`src/rtl/mul_arb2.sv`:
```
// Two-requester arbitrated multiplier: grants one operand pair at a time, multiplies
// it in a dedicated cycle and holds the product until the consumer takes it.
module mul_arb2 #(
  parameter int W = 4
) (
  input  logic           clk,
  input  logic           rst,
  input  logic           req0_valid,
  input  logic [W-1:0]   req0_a,
  input  logic [W-1:0]   req0_b,
  output logic           req0_ready,
  input  logic           req1_valid,
  input  logic [W-1:0]   req1_a,
  input  logic [W-1:0]   req1_b,
  output logic           req1_ready,
  output logic           rsp_valid,
  output logic           rsp_id,
  output logic [2*W-1:0] rsp_data,
  input  logic           rsp_ready,
  output logic           busy,
  output logic [1:0]     dbg_state,
  output logic           dbg_prio
);

  // Handshakes: a transfer happens on a posedge where valid and ready are both high.
  // Requesters hold valid/operands until ready; the consumer sees rsp_valid held with
  // stable data until it samples rsp_ready high.

  typedef enum logic [1:0] {
    IDLE = 2'd0,
    MUL  = 2'd1,
    RESP = 2'd2
  } state_t;

  state_t           state_q, state_d;
  logic             prio_q;
  logic             id_q;
  logic [W-1:0]     a_q, b_q;
  logic [2*W-1:0]   prod_q;
  logic             gnt1;
  logic             hs;

  // Requester 1 wins when it is alone, or when both contend and prio points at it.
  assign gnt1 = req1_valid && (!req0_valid || prio_q);

  always_comb begin
    state_d    = state_q;
    req0_ready = 1'b0;
    req1_ready = 1'b0;
    if (!rst) begin
      case (state_q)
        IDLE: begin
          if (req0_valid || req1_valid) begin
            req0_ready = !gnt1;
            req1_ready = gnt1;
            state_d    = MUL;
          end
        end
        MUL:     state_d = RESP;
        RESP:    if (rsp_ready) state_d = IDLE;
        default: state_d = IDLE;
      endcase
    end
  end

  assign hs = req0_ready || req1_ready;

  always_ff @(posedge clk) begin
    if (rst) begin
      state_q <= IDLE;
      prio_q  <= 1'b0;
      id_q    <= 1'b0;
      a_q     <= '0;
      b_q     <= '0;
      prod_q  <= '0;
    end else begin
      state_q <= state_d;
      if (hs) begin
        a_q    <= gnt1 ? req1_a : req0_a;
        b_q    <= gnt1 ? req1_b : req0_b;
        id_q   <= gnt1;
        prio_q <= !gnt1;
      end
      // Zero-extend first so the product keeps all 2*W bits.
      if (state_q == MUL) begin
        prod_q <= {{W{1'b0}}, a_q} * {{W{1'b0}}, b_q};
      end
    end
  end

  assign rsp_valid = (state_q == RESP);
  assign rsp_id    = id_q;
  assign rsp_data  = prod_q;
  assign busy      = (state_q != IDLE) && !rst;
  assign dbg_state = state_q;
  assign dbg_prio  = prio_q;

endmodule

```
`config.mk`:
```
export PLATFORM = sky130hd
export DESIGN_NAME = mul_arb2
export DESIGN_NICKNAME = d
export VERILOG_FILES = /design/src/rtl/mul_arb2.sv
export SDC_FILE = /design/constraint.sdc
export NUM_CORES = 1
export LEC_CHECK = 0
export BUFFER_PORTS_ARGS = -buffer_cell sky130_fd_sc_hd__buf_2
export CAP_MARGIN = 20
export CORE_AREA = 8 8 58 60
export CTS_BUF_LIST = sky130_fd_sc_hd__clkbuf_8
export DETAILED_ROUTE_END_ITERATION = 10
export DIE_AREA = 0 0 66 68
export PLACE_DENSITY = 0.79
export SLEW_MARGIN = 20
export SYNTH_ARGS = -nofsm -noshare
export SYNTH_HDL_FRONTEND = slang
export SYNTH_SLANG_ARGS = --single-unit
```
`constraint.sdc`:
```
create_clock -name clk -period 3.2 [get_ports clk]
set_input_delay 0.64 -clock clk [delete_from_list [all_inputs] [get_ports clk]]
set_output_delay 0.64 -clock clk [all_outputs]
set_load 0.01 [all_outputs]
```
==> flow_metrics.py <==
metrics = {
    "status": {
        "status": "completed",
    },
    "yosys": {
        "synth_edf_count": 0,
        "yosys-top-cells-count": "dfxtp_1 (20), nand2_1 (14), and2_1 (13)",
        "ys_ff_latch": 20,
        "synth_cell_types": 27,
        "synth-simple-area-share_pct": 24.20,
        "synth_top_area_share_pct": 32.13,
        "yosys.area.top_type": "dfxtp_1",
        "yosysWarningCount": 0,
        "synth_top_family_by_area": "simple AND/OR/NAND/NOR gates",
        "synth.most_common_cell": "dfxtp_1",
        "synthCells": 138,
        "synth_fa_ha_area_share_pct": 18.47,
        "yosysSeqAreaShare_pct": 32.13,
        "synth_area_um2": 1246,
        "synthArstFlopShare_pct": 0,
        "synth_nets": 175,
        "syn_area_per_cell_um2": 9.030,
        "synthXorXnorAreaFrac_pct": 1.406,
        "yosys-top-cells-area": "dfxtp_1 (32%), ha_1 (12%), mux2i_1 (7.2%)",
        "synthFlopType": "dfxtp_1",
        "synth_compound_area_share_pct": 11.95,
        "muxShareOfSynthArea_pct": 7.229,
    },
    "die": {
        "dieHeight_um": 68,
        "core_area_um2": 2567,
        "dieArea_um2": 4488,
        "ioPinCount": 37,
        "std_cell_rows": 19,
        "start_util_pct": 48.54,
        "die_w_um": 66,
    },
    "clock_tree": {
        "post_cts_resized": 0,
        "clock_sinks": 20,
        "htreeDepth": 1,
        "clk_pin_slew_ns": 0.08,
        "cts_tree": "done",
        "clk_latency_ns": 0.26,
        "cts_root_buffer": "clkbuf_8",
        "clk_path_buf_depth": 2,
        "numCtsBuffers": 3,
        "post_cts_buffers": 0,
        "hold_buffers": 0,
    },
    "pwr": {
        "clockPowerShare_pct": 38.4,
        "p_seq_share_pct": 43.3,
        "combPwrFrac_pct": 18.3,
        "powerDensity_nw_per_um2": 444.5,
        "peakVddDrop_v": 0.0003904,
        "sw_frac_of_total_pct": 26.20,
        "power.switching_mw": 0.1748,
        "p_int_mw": 0.4925,
        "p_leak_nw": 0.7667,
        "finalPower_mw": 0.6674,
    },
    "detailed_routing": {
        "via_per_inst": 5.123,
        "postRouteWirelength_um": 2709,
        "drc": 0,
        "first_pass_iters": 4,
        "drt-wirelength-per-cell_um": 13.28,
        "initialDrtViolationCount": 37,
        "drt.antenna.violating_nets": 0,
        "vias": 1045,
    },
    "worst_setup_path": {
        "timing.rr.end": "rsp_data[7]$_SDFFE_PP0N_",
        "slowest_delay_ns": 0.54,
        "end_kind": "register",
        "critPathKind": "register to register",
        "path_cells": "nand2_1, fa_1, inv_1, fa_1, ha_1, a211oi_1, o31ai_2, xnor2_1, a211oi_2",
        "regToRegSetupSlack_ns": 0.33,
        "start_kind": "register",
        "cp.arrival_ns": 3.06,
        "critical-path-top-delay-family": "adder cells",
        "rr_worst_depth": 9,
        "crit_required_ns": 3.39,
        "path_max_fanout": 5,
        "cp_common_cell": "fa_1",
        "critPathSlowestCell": "fa_1",
        "reg2reg_from": "b_q[3]$_SDFFE_PP0P_",
        "cp.buffers_inverters": 1,
    },
    "layout": {
        "fillers": 238,
        "drive_gt1_share_pct": 25.43,
        "seq_area_um2": 400.4,
        "multiInputGateArea_um2": 788.3,
        "n_antenna_cell": 0,
        "nets": 211,
        "post-route-util_pct": 58.48,
        "syn_to_final_growth_pct": 20.48,
        "fin_cells": 204,
    },
    "timing": {
        "clock_skew_ns": 0.002439,
        "rsz0062_at_grt": "no",
        "setup_violations": 0,
        "post-route-period-util_pct": 89.58,
        "worst_slack_ns": 0.3334,
        "period_needed_ns": 2.867,
        "drv_slew": 0,
        "fin_tns_setup_ns": 0,
        "slew_headroom_pct": 56.35,
        "fmax_mhz": 348.8,
        "hold_violations": 0,
        "worstMarginPinSlew_ns": 0.6546,
    },
    "min_path": {
        "whs_endpoint": "rsp_data[2]$_SDFFE_PP0N_",
        "hold_class": "register to register",
        "hold_path_depth": 2,
        "min_from": "rsp_data[2]$_SDFFE_PP0N_",
    },
    "global_route": {
        "overflow": 0,
        "grt_max_degree": 24,
        "grt_pass1_vias": 1093,
        "grt_pass1_wl_um": 4457,
        "grtUsageTotal_pct": 12.54,
        "antenna_found_initial": 0,
    },
    "placement": {
        "placedCellCount": 200,
        "dp_slack_ns": 0.3298,
        "dpl.hpwl_um": 2121,
        "io_buffer_count": 36,
        "place_congestion": 0.7929,
    },
    "run": {
        "max_cap_violations": 0,
    },
}
[routing by layer]
layer	vias to the layer above	wire length [µm]	track usage (%)
met2	20	1418	23.75
met5	-	0	0
met4	0	53	5.600
li1	545	-	-
met1	475	1145	12.98
met3	5	92	2.782
[power by group through the flow]
| stage | Sequential, mW | Combinational (mW) | Clock [mW] |
|---|---|---|---|
| 2_1_floorplan | 0.295 | 0.0827 | 0 |
| 3_3_place_gp | 0.293 | 0.119 | 0 |
| 3_5_place_dp | 0.295 | 0.123 | 0 |
| 4_1_cts | 0.289 | 0.123 | 0.257 |
| 5_1_grt | 0.293 | 0.139 | 0.269 |
| 6_report | 0.289 | 0.122 | 0.256 |
[cells by family (layout without fill, tap and decap cells)]
family                     Yosys count  count (layout)
AOI/OAI and AO/OA                   25              25
adders and majority gates           16              16
xor gates and xnor gates             2               2
and+or+nand+nor                     56              56
muxes                                9               9
DFF                                 20              20
buffers and inverters               10              45
[sequential cells by signal, summed over array words and instances, names as in the netlist]
name	count
b_q	4
dbg_state	2
rsp_id	1
a_q	4
rsp_data	8
dbg_prio	1
[tightest hold or removal path: cells and delay by family (launching register included)]
kind | cells | cell delay [ns]
AOI/OAI and AO/OA | 1 | 0.05
DFF | 1 | 0.31
and+or+nand+nor | 1 | 0.05
[worst max-delay path by stage]
| stage | start | end | slack (ns) | cells past startpoint |
|---|---|---|---|---|
| after floorplan | a_q[0]$_SDFFE_PP0P_ | rsp_data[7]$_SDFFE_PP0N_ | 0.55 | 9 |
| final | b_q[3]$_SDFFE_PP0P_ | rsp_data[7]$_SDFFE_PP0N_ | 0.33 | 9 |
| after detailed placement | b_q[3]$_SDFFE_PP0P_ | rsp_data[7]$_SDFFE_PP0N_ | 0.33 | 9 |
| after global routing | a_q[0]$_SDFFE_PP0P_ | rsp_data[7]$_SDFFE_PP0N_ | 0.20 | 9 |
| after global placement | a_q[0]$_SDFFE_PP0P_ | rsp_data[7]$_SDFFE_PP0N_ | 0.49 | 9 |
| after CTS | b_q[3]$_SDFFE_PP0P_ | rsp_data[7]$_SDFFE_PP0N_ | 0.31 | 9 |
[cell type report]
cell class	instances	share of cell area [%]
Clock buffer	3	2.750
Clock inverter	1	2.000
Inverter	4	1.000
Multi-Input combinational cell	108	52.50
Sequential cell	20	26.67
Tap cell	31	2.583
Timing Repair Buffer	37	12.50
[metrics by stage]
step | hold slack (ns) | instance area (µm²)
after floorplan | 0.4708 | 1246
after global placement | 0.4379 | 1430
after detailed placement | 0.4497 | 1430
after CTS | 0.4606 | 1501
after global routing | 0.4754 | 1501
final | 0.4589 | 1501
[cell usage in the layout, fill, tap and decap left out, types with 3 or more instances in the layout]
cell,count
fa_1,4
o21ai_0,9
ha_1,12
nor3_1,3
dfxtp_1,20
mux2i_1,9
nand3b_1,9
and2_1,13
nand2_1,14
a21oi_1,10
buf_2,36
nor2_1,8
clkbuf_8,3
nand2b_1,3
inv_1,4
Note: power is estimated with default switching activity, not from simulation.
